`config.mk`:
```
export PLATFORM = sky130hd
export DESIGN_NAME = fetch_unit_flat
export DESIGN_NICKNAME = d
export VERILOG_FILES = /design/src/rtl/arm_pipe_pkg.sv /design/src/rtl/fetch_unit_if.sv /design/src/rtl/fetch_unit_perf_counters.sv /design/src/rtl/fetch_unit.sv /design/src/flat_wrapper.sv
export SDC_FILE = /design/constraint.sdc
export NUM_CORES = 1
export LEC_CHECK = 0
export CORE_ASPECT_RATIO = 1.25
export CORE_MARGIN = 2
export CORE_UTILIZATION = 37
export CTS_CLUSTER_SIZE = 30
export DETAILED_ROUTE_END_ITERATION = 6
export GPL_TIMING_DRIVEN = 0
export HOLD_SLACK_MARGIN = 0.06
export PLACE_DENSITY = 0.93
export SETUP_SLACK_MARGIN = 0.4
export SYNTH_ARGS = -nofsm -noshare
export SYNTH_HDL_FRONTEND = slang
export SYNTH_SLANG_ARGS = --single-unit
```
`constraint.sdc`:
```
create_clock -name clk -period 2.12 [get_ports clk]
set_input_delay 0.212 -clock clk [delete_from_list [all_inputs] [get_ports clk]]
set_output_delay 0.212 -clock clk [all_outputs]
set_load 0.01 [all_outputs]
```
`src/rtl/arm_pipe_pkg.sv`:
```
// -----------------------------------------------------------------------------
// arm_pipe_pkg
//   Definitions shared by the pipeline front end: the instruction width, the
//   NOP encoding used for squashed fetches, the default reset PC and the
//   fetch FSM state type.
//   Ports: none (package).
// -----------------------------------------------------------------------------
package arm_pipe_pkg;

  localparam int unsigned INSTR_W          = 32;
  localparam logic [31:0] NOP_INSTR        = 32'h0000_0000;
  localparam logic [31:0] DEFAULT_RESET_PC = 32'h0000_0000;

  typedef enum logic [1:0] {
    BOOT  = 2'd0,
    RUN   = 2'd1,
    FAULT = 2'd2
  } fetch_state_t;

  // Instructions are word aligned; any target with low bits set is a fault.
  function automatic logic is_word_aligned(input logic [31:0] addr);
    return (addr[1:0] == 2'b00);
  endfunction

endpackage

```
`src/rtl/fetch_unit_if.sv`:
```
// -----------------------------------------------------------------------------
// fetch_unit_if
//   Bundles the fetch stage's hazard/branch inputs, the instruction-memory
//   read port and the IF/ID-facing outputs.
//   Modports:
//     master - fetch_unit side (drives address, PC and IF/ID outputs)
//     slave  - environment side (hazard unit, ID stage, imem, IF/ID reg)
//   Parameter ADDR_W: instruction-memory byte-address width.
// -----------------------------------------------------------------------------
interface fetch_unit_if #(
  parameter int unsigned ADDR_W = 8
);
  import arm_pipe_pkg::*;

  logic                stall;
  logic                branch_taken;
  logic [31:0]         branch_target;
  logic [INSTR_W-1:0]  imem_instruction;
  logic [ADDR_W-1:0]   imem_address;
  logic [31:0]         pc_current;
  logic [31:0]         pc_plus_4;
  logic [INSTR_W-1:0]  if_instruction;
  logic [31:0]         if_pc;
  logic                if_valid;
  logic                if_id_enable;
  logic                fetch_fault;

  modport master (
    input  stall, branch_taken, branch_target, imem_instruction,
    output imem_address, pc_current, pc_plus_4, if_instruction, if_pc,
           if_valid, if_id_enable, fetch_fault
  );

  modport slave (
    output stall, branch_taken, branch_target, imem_instruction,
    input  imem_address, pc_current, pc_plus_4, if_instruction, if_pc,
           if_valid, if_id_enable, fetch_fault
  );

endinterface

```
`src/rtl/fetch_unit_perf_counters.sv`:
```
// -----------------------------------------------------------------------------
// fetch_perf_counters
//   Three 32-bit saturating event counters for the fetch stage. Only
//   instantiated when FETCH_PERF_CNT_EN is defined.
//   Ports:
//     clk, reset     - clock, asynchronous active-high reset (clears counts)
//     fetched_evt    - a valid word was handed to IF/ID this cycle
//     stall_evt      - the stage was stalled while running
//     flush_evt      - a taken redirect was performed
//     perf_fetched, perf_stalls, perf_flushes - counter values
// -----------------------------------------------------------------------------
module fetch_perf_counters (
  input  logic        clk,
  input  logic        reset,
  input  logic        fetched_evt,
  input  logic        stall_evt,
  input  logic        flush_evt,
  output logic [31:0] perf_fetched,
  output logic [31:0] perf_stalls,
  output logic [31:0] perf_flushes
);

  // Counters stick at all-ones rather than wrapping back to zero.
  function automatic logic [31:0] sat_inc(input logic [31:0] v);
    return (v == '1) ? v : v + 32'd1;
  endfunction

  always_ff @(posedge clk or posedge reset) begin
    if (reset) begin
      perf_fetched <= '0;
      perf_stalls  <= '0;
      perf_flushes <= '0;
    end else begin
      if (fetched_evt) perf_fetched <= sat_inc(perf_fetched);
      if (stall_evt)   perf_stalls  <= sat_inc(perf_stalls);
      if (flush_evt)   perf_flushes <= sat_inc(perf_flushes);
    end
  end

endmodule

```
`src/rtl/fetch_unit.sv`:
```
// -----------------------------------------------------------------------------
// fetch_unit
//   Instruction-fetch stage feeding if_id_reg. Owns the PC, drives the
//   instruction-memory address and presents word/PC/valid to IF/ID. Handles
//   load-use stalls, taken-branch redirects (one bubble, wrong-path fetch
//   squashed) and misaligned branch targets (sticky fault, PC frozen until
//   reset).
//   Ports:
//     clk    - system clock, rising edge
//     reset  - asynchronous, active-high
//     fif    - fetch_unit_if.master: stall, branch_taken, branch_target,
//              imem_instruction in; imem_address, pc_current, pc_plus_4,
//              if_instruction, if_pc, if_valid, if_id_enable, fetch_fault out
//     perf_fetched/perf_stalls/perf_flushes - only with FETCH_PERF_CNT_EN
//   Build option: `define FETCH_PERF_CNT_EN adds saturating perf counters.
// -----------------------------------------------------------------------------
module fetch_unit
  import arm_pipe_pkg::*;
#(
  parameter int unsigned ADDR_W   = 8,
  parameter logic [31:0] RESET_PC = DEFAULT_RESET_PC
) (
  input  logic        clk,
  input  logic        reset,
  fetch_unit_if.master fif
`ifdef FETCH_PERF_CNT_EN
  ,
  output logic [31:0] perf_fetched,
  output logic [31:0] perf_stalls,
  output logic [31:0] perf_flushes
`endif
);

  // Low bits forced to zero so the PC is word aligned even for an odd RESET_PC.
  localparam logic [31:0] RESET_PC_ALIGNED = {RESET_PC[31:2], 2'b00};

  fetch_state_t state;
  logic [31:0]  pc;
  logic         fault;

  logic         running;
  logic         redirect_req;
  logic         target_ok;
  logic         squash;
  logic [31:0]  pc_next_seq;

  assign running      = (state == RUN);
  // A stalled branch stays in ID and re-asserts, so stall masks it here.
  assign redirect_req = running && !fif.stall && fif.branch_taken;
  assign target_ok    = is_word_aligned(fif.branch_target);
  assign squash       = redirect_req;
  assign pc_next_seq  = pc + 32'd4;

  always_ff @(posedge clk or posedge reset) begin
    if (reset) begin
      state <= BOOT;
      pc    <= RESET_PC_ALIGNED;
      fault <= 1'b0;
    end else begin
      case (state)
        BOOT: state <= RUN;
        RUN: begin
          if (!fif.stall) begin
            if (fif.branch_taken) begin
              if (target_ok) begin
                pc <= fif.branch_target;
              end else begin
                state <= FAULT;
                fault <= 1'b1;
              end
            end else begin
              pc <= pc_next_seq;
            end
          end
        end
        FAULT: state <= FAULT;
        default: state <= BOOT;
      endcase
    end
  end

  // Word presentation is combinational so imem data, stall and branch_taken
  // reach IF/ID within the same cycle.
  always_comb begin
    fif.if_valid       = running && !squash;
    fif.if_instruction = fif.if_valid ? fif.imem_instruction : NOP_INSTR;
  end

  assign fif.imem_address = pc[ADDR_W-1:0];
  assign fif.pc_current   = pc;
  assign fif.pc_plus_4    = pc_next_seq;
  assign fif.if_pc        = pc;
  assign fif.if_id_enable = !fif.stall;
  assign fif.fetch_fault  = fault;

`ifdef FETCH_PERF_CNT_EN
  logic fetched_evt;
  logic stall_evt;
  logic flush_evt;

  assign fetched_evt = fif.if_valid && !fif.stall;
  assign stall_evt   = running && fif.stall;
  assign flush_evt   = redirect_req && target_ok;

  fetch_perf_counters u_perf (
    .clk          (clk),
    .reset        (reset),
    .fetched_evt  (fetched_evt),
    .stall_evt    (stall_evt),
    .flush_evt    (flush_evt),
    .perf_fetched (perf_fetched),
    .perf_stalls  (perf_stalls),
    .perf_flushes (perf_flushes)
  );
`endif

endmodule

```
`src/flat_wrapper.sv`:
```
// flat-port wrapper written by rule: the top's interface ports become plain ports
module fetch_unit_flat import arm_pipe_pkg::*;
#(
  parameter int unsigned ADDR_W   = 8,
  parameter logic [31:0] RESET_PC = DEFAULT_RESET_PC
)
  (clk, reset, fif_stall, fif_branch_taken, fif_branch_target, fif_imem_instruction, fif_imem_address, fif_pc_current, fif_pc_plus_4, fif_if_instruction, fif_if_pc, fif_if_valid, fif_if_id_enable, fif_fetch_fault);
  fetch_unit_if #(.ADDR_W(ADDR_W)) fif_i ();
  input  logic clk;
  input  logic reset;
  input wire logic [$bits(fif_i.stall)-1:0] fif_stall;
  input wire logic [$bits(fif_i.branch_taken)-1:0] fif_branch_taken;
  input wire logic [$bits(fif_i.branch_target)-1:0] fif_branch_target;
  input wire logic [$bits(fif_i.imem_instruction)-1:0] fif_imem_instruction;
  output wire logic [$bits(fif_i.imem_address)-1:0] fif_imem_address;
  output wire logic [$bits(fif_i.pc_current)-1:0] fif_pc_current;
  output wire logic [$bits(fif_i.pc_plus_4)-1:0] fif_pc_plus_4;
  output wire logic [$bits(fif_i.if_instruction)-1:0] fif_if_instruction;
  output wire logic [$bits(fif_i.if_pc)-1:0] fif_if_pc;
  output wire logic [$bits(fif_i.if_valid)-1:0] fif_if_valid;
  output wire logic [$bits(fif_i.if_id_enable)-1:0] fif_if_id_enable;
  output wire logic [$bits(fif_i.fetch_fault)-1:0] fif_fetch_fault;
  assign fif_i.stall = fif_stall;
  assign fif_i.branch_taken = fif_branch_taken;
  assign fif_i.branch_target = fif_branch_target;
  assign fif_i.imem_instruction = fif_imem_instruction;
  assign fif_imem_address = fif_i.imem_address;
  assign fif_pc_current = fif_i.pc_current;
  assign fif_pc_plus_4 = fif_i.pc_plus_4;
  assign fif_if_instruction = fif_i.if_instruction;
  assign fif_if_pc = fif_i.if_pc;
  assign fif_if_valid = fif_i.if_valid;
  assign fif_if_id_enable = fif_i.if_id_enable;
  assign fif_fetch_fault = fif_i.fetch_fault;
  fetch_unit #(.ADDR_W(ADDR_W), .RESET_PC(RESET_PC)) u_core (.clk(clk), .reset(reset), .fif(fif_i));
endmodule
```
* Word level (Yosys, flattened, before mapping) *
Cells that the tools add are included.

operators by class
  $add $sub $neg = 1
  $mul = 0
  div/mod/pow operators = 0
  $lt $le $gt $ge = 0
  eq/ne operators = 6
  shift-type cells = 0
  muxes and demuxes = 7
  bitwise gates (word level) = 2
  reduce and logical (&&, ||, !) cells = 10

operators with widths
  cell                                                                     number
  32-bit two-way mux                                                       3
  32-bit by 3-bit adder with 32-bit output, second input constant          1
  2-bit two-way mux                                                        3
  2-bit inequality test, second input constant                             3
  2-bit one-hot mux with 3 select lines                                    1
  3-bit AND reduction                                                      2
  2-bit logical NOT                                                        2
  4-bit AND reduction                                                      1
  1-bit logical AND                                                        3
  2-bit by 1-bit equality test with 1-bit output, second input constant    1
  2-bit equality test, second input constant                               1
  1-bit logical NOT                                                        2
  2-bit by 1-bit inequality test with 1-bit output, second input constant  1
  1-bit inverter                                                           2

storage, ports and cells
  register bits = 35
  latch bits = 0
  bits in writable memories = 0
  ROM bits = 0
  output and inout port bits = 139
  word-level logic and storage cells = 29
  memories = 0

* Longest topological paths before layout *
  word-level depth = 6
  gate-level depth with buffers = 9
  mapped depth without buffers = 7

* Least setup slack after synthesis *
Ideal clock, no wire load.

  path kind = register to output
  from = register u_core.pc[2] (netlist: u_core.fif.if_pc[2])
  to = output fif_pc_plus_4[22]
  data arrival time = 1869 ps
  required time = 1908 ps
  setup slack = 39 ps
  cell stages (with the launch flop) = 7
  path through = dfrtp_1 ha_1 buf_2 and2_1 nand4_4 or3_4 xnor2_1

on the way
  longest elaborated chain between the ends = 1

ends and longest elaborated chain
  what                                      RTL line            text
  start: declaration                        fetch_unit.sv:38    logic [31:0] pc;
  start signal: assignment                  fetch_unit.sv:66    pc <= fif.branch_target;
  start signal: assignment                  fetch_unit.sv:72    pc <= pc_next_seq;
  32-bit by 3-bit adder with 32-bit output  fetch_unit.sv:52    assign pc_next_seq = pc + 32'd4;
  end: declaration                          flat_wrapper.sv:17  output wire logic [$bits(fif_i.pc_plus_4)-1:0] fif_pc_plus_4;

Every way passes these cells.

* Final worst setup path *
  from = register u_core.pc[18] (netlist: u_core.fif.if_pc[18])
  to = output fif_pc_plus_4[27]

Same word-level chain as after synthesis.

==> results.py <==
metrics = {
    "run_status": {
        "status": "complete, but fails checks",
        "violations": "setup timing",
    },
    "die": {
        "coreArea_um2": 8194,
        "ioPinCount": 207,
        "die_w_um": 86.11,
        "chipHeight_um": 106.6,
        "dieArea_um2": 9182,
        "initial_core_util": 0.3805,
        "num_rows": 37,
    },
    "drt": {
        "ant_nets": 0,
        "drc": 0,
        "wire_per_inst_um": 27.54,
        "wl_mm": 22.83,
        "drtPass1Iterations": 6,
        "drtIter0Drc": 659,
        "drt-vias-per-instance": 6.353,
        "vias": 5267,
    },
    "grt": {
        "grt_pass1_wl_mm": 26.45,
        "antenna_found_initial": 1,
        "overflow": 0,
        "first_global_vias": 4831,
        "grt_max_degree": 22,
        "grtUsageTotal": 0.3716,
    },
    "timing": {
        "maxSlewHeadroom": 0.4897,
        "min_period_over_period": 1.178,
        "worst_pin_slew_ps": 764.7,
        "min_period_ps": 2498,
        "finClkSkew_ps": 9.200,
        "fmax_ghz": 0.4004,
        "fin_ws_ps": -377.8,
        "hold_viol": 0,
        "rsz0062_at_grt": "true",
        "setup_viol": 42,
        "final_max_slew_viol_count": 0,
    },
    "synth": {
        "yosysSeqAreaShare": 0.2809,
        "synth_cell_types": 48,
        "syn-cell-area_um2": 3118,
        "yosys.area.top_type": "dfrtp_1",
        "ys.flop_type": "dfrtp_1",
        "ys_top_cells_by_area": "dfrtp_1 28%, buf_4 10%, and2_1 6.8%",
        "synthCells": 386,
        "async_flop_share": 1.000,
        "yosysMostFrequentCell": "buf_4",
        "synth_top_cell_area_share": 0.2809,
        "syn_nets": 457,
        "synth_edf_count": 0,
        "synthTopCellsByCount": "42 x buf_4, 35 x dfrtp_1, 34 x and2_1, 30 x nand2_1, 23 x nand3_1",
        "ys.warnings.count": 0,
        "postSynthAreaPerCell_um2": 8.078,
        "ys_ff_latch": 35,
    },
    "power_and_ir_drop": {
        "total_power_mw": 8.312,
        "ir_drop_v": 0.0008892,
        "power.static_leakage_nw": 3.536,
        "clkPwrFrac": 0.061,
        "p_seq_frac": 0.176,
        "power.density_nw_per_um2": 1116,
        "power.switching_mw": 3.638,
        "intPower_mw": 4.674,
        "pwr-share-comb": 0.763,
        "p_sw_frac": 0.4376,
    },
    "clocking": {
        "cts_tree": "built",
        "cts_sinks": 35,
        "cts_hold_buffers": 0,
        "cts_max_level": 2,
        "clockBufferDepth": 2,
        "clockRootBuffer": "clkbuf_8",
        "cts_made_buffers": 5,
        "clk_pin_slew_ps": 80,
        "clk-insertion-delay-late_ps": 310,
    },
    "place": {
        "globalplace.congestion": 0.9285,
        "dpl.hpwl_mm": 9.673,
        "dpl.cell_count": 690,
        "dp_slack_ps": -609.4,
        "io_buffers": 206,
    },
    "worst_setup_path": {
        "timing.rr.start": "u_core.fif.if_pc[18]",
        "worstPathRequired_ps": 1910,
        "path_common_cell": "nand4_1",
        "crit_type": "reg -> out",
        "path_cells": "buf_8 -> nand4_1 -> nor4_4 -> buf_4 -> nand4_1 -> xnor2_1 -> buf_2",
        "worstPathMaxFanout": 5,
        "cp_slowest_stage_delay_ps": 430,
        "regToRegEndpoint": "u_core.fif.if_pc[24]",
        "worstSetupStartpointType": "flop",
        "rr_worst_depth": 9,
        "r2r_slack_ps": -240,
        "cp.arrival_ps": 2290,
        "crit_buf_inv": 3,
        "cp_top_family": "simple AND/OR/NAND/NOR gates",
        "slowest_stage": "dfrtp_1",
        "worstSetupEndpointType": "primary output",
    },
    "hold_path": {
        "hp-class": "in -> async",
    },
    "final_layout": {
        "drive_gt1_frac": 0.5642,
        "fin_util": 0.9093,
        "fin_cells": 829,
        "antenna_cells": 0,
        "area_growth_pct": 139.0,
        "fill_cells": 296,
        "fin_nets": 802,
    },
    "job": {
        "cap_violations": 0,
    },
}
-- logic make-up (layout without fill, tap and decap cells) --
family | count (synthesis) | after routing | synth area share
fa+ha+maj | 3 | 3 | 0.01204
buf+inv | 77 | 422 | 0.1449
simple gates | 162 | 162 | 0.3102
flops | 35 | 35 | 0.2809
xor+xnor | 28 | 28 | 0.07865
mux | 3 | 3 | 0.009631
compound gates | 78 | 79 | 0.1637
-- layout by cell type, fill, tap and decap left out, drive strengths merged, types with 7 or more instances in the layout --
cell type,n
nand3,23
xnor2,17
inv,8
dlymetal6s2s,15
nand2,30
xor2,11
nor2,16
a21oi,15
clkbuf,24
and3,17
nor3,7
and2,34
o21ai,22
buf,247
nand4,15
clkdlybuf4s50,125
dfrtp,35
-- stage by stage --
| step | TNS (ps) | hold WS, ps | instance area (um^2) |
|---|---|---|---|
| after global placement | -20700 | 463.7 | 5440 |
| after global routing | -5983 | 436.7 | 7451 |
| final | -5162 | 378.7 | 7451 |
| after floorplan | 0 | 365.7 | 3257 |
| after CTS | -449.5 | 363.0 | 6523 |
| after detailed placement | -29270 | 468.0 | 5468 |
-- power groups by stage --
stage | clock, mW | combinational (mW) | sequential [mW]
floorplan | 0 | 1.85 | 1.46
global placement | 0 | 3.90 | 1.45
detailed placement | 0 | 4.01 | 1.47
CTS | 0.474 | 5.06 | 1.32
global route | 0.521 | 6.52 | 1.47
finish | 0.508 | 6.34 | 1.46
-- area by class of cell --
| type | count | area, um^2 | share of cell area |
|---|---|---|---|
| buffer | 68 | 541.8 | 0.07271 |
| clock buffer | 7 | 76.32 | 0.01024 |
| clock inverter | 1 | 5.005 | 0.0006717 |
| inverter | 9 | 37.54 | 0.005038 |
| multi-input combinational | 275 | 2454 | 0.3293 |
| sequential | 35 | 905.9 | 0.1216 |
| tap | 97 | 121.4 | 0.01629 |
| timing repair buffer | 337 | 3309 | 0.4442 |
-- how the worst max path moves through the flow --
stage / from / end / slack (ps) / cells after the start
final: u_core.fif.if_pc[18] / fif_pc_plus_4[27] / -380 / 7
after global routing: u_core.fif.if_pc[18] / fif_pc_plus_4[27] / -390 / 7
after CTS: u_core.fif.if_pc[4] / fif_pc_plus_4[27] / -100 / 7
after detailed placement: fif_branch_taken / fif_if_instruction[6] / -610 / 6
after global placement: fif_branch_taken / fif_if_instruction[5] / -460 / 6
after floorplan: u_core.fif.if_pc[8] / fif_pc_plus_4[31] / 280 / 6
-- state kept, by name, summed over array words and instances, names as in the netlist --
| register | cells |
|---|---|
| u_core.state | 2 |
| u_core.fif.if_pc | 32 |
| u_core.fif.fetch_fault | 1 |
-- routing by layer --
metal	track usage	wire length (um)	vias up
li1	-	-	2017
met1	0.4173	7543	2485
met2	0.6124	10640	567
met3	0.09546	2641	196
met4	0.2483	1990	2
met5	0	16	-
-- what timing repair did --
| item | in CTS | in global routing |
|---|---|---|
| gates resized for setup | 417 | 157 |
| cloned | 4 | 0 |
| setup buffers | 71 | 56 |
| setup endpoints to repair | 97 | 113 |
| pin swaps | 55 | 56 |
No activity file was read; power rests on OpenSTA's default activity.
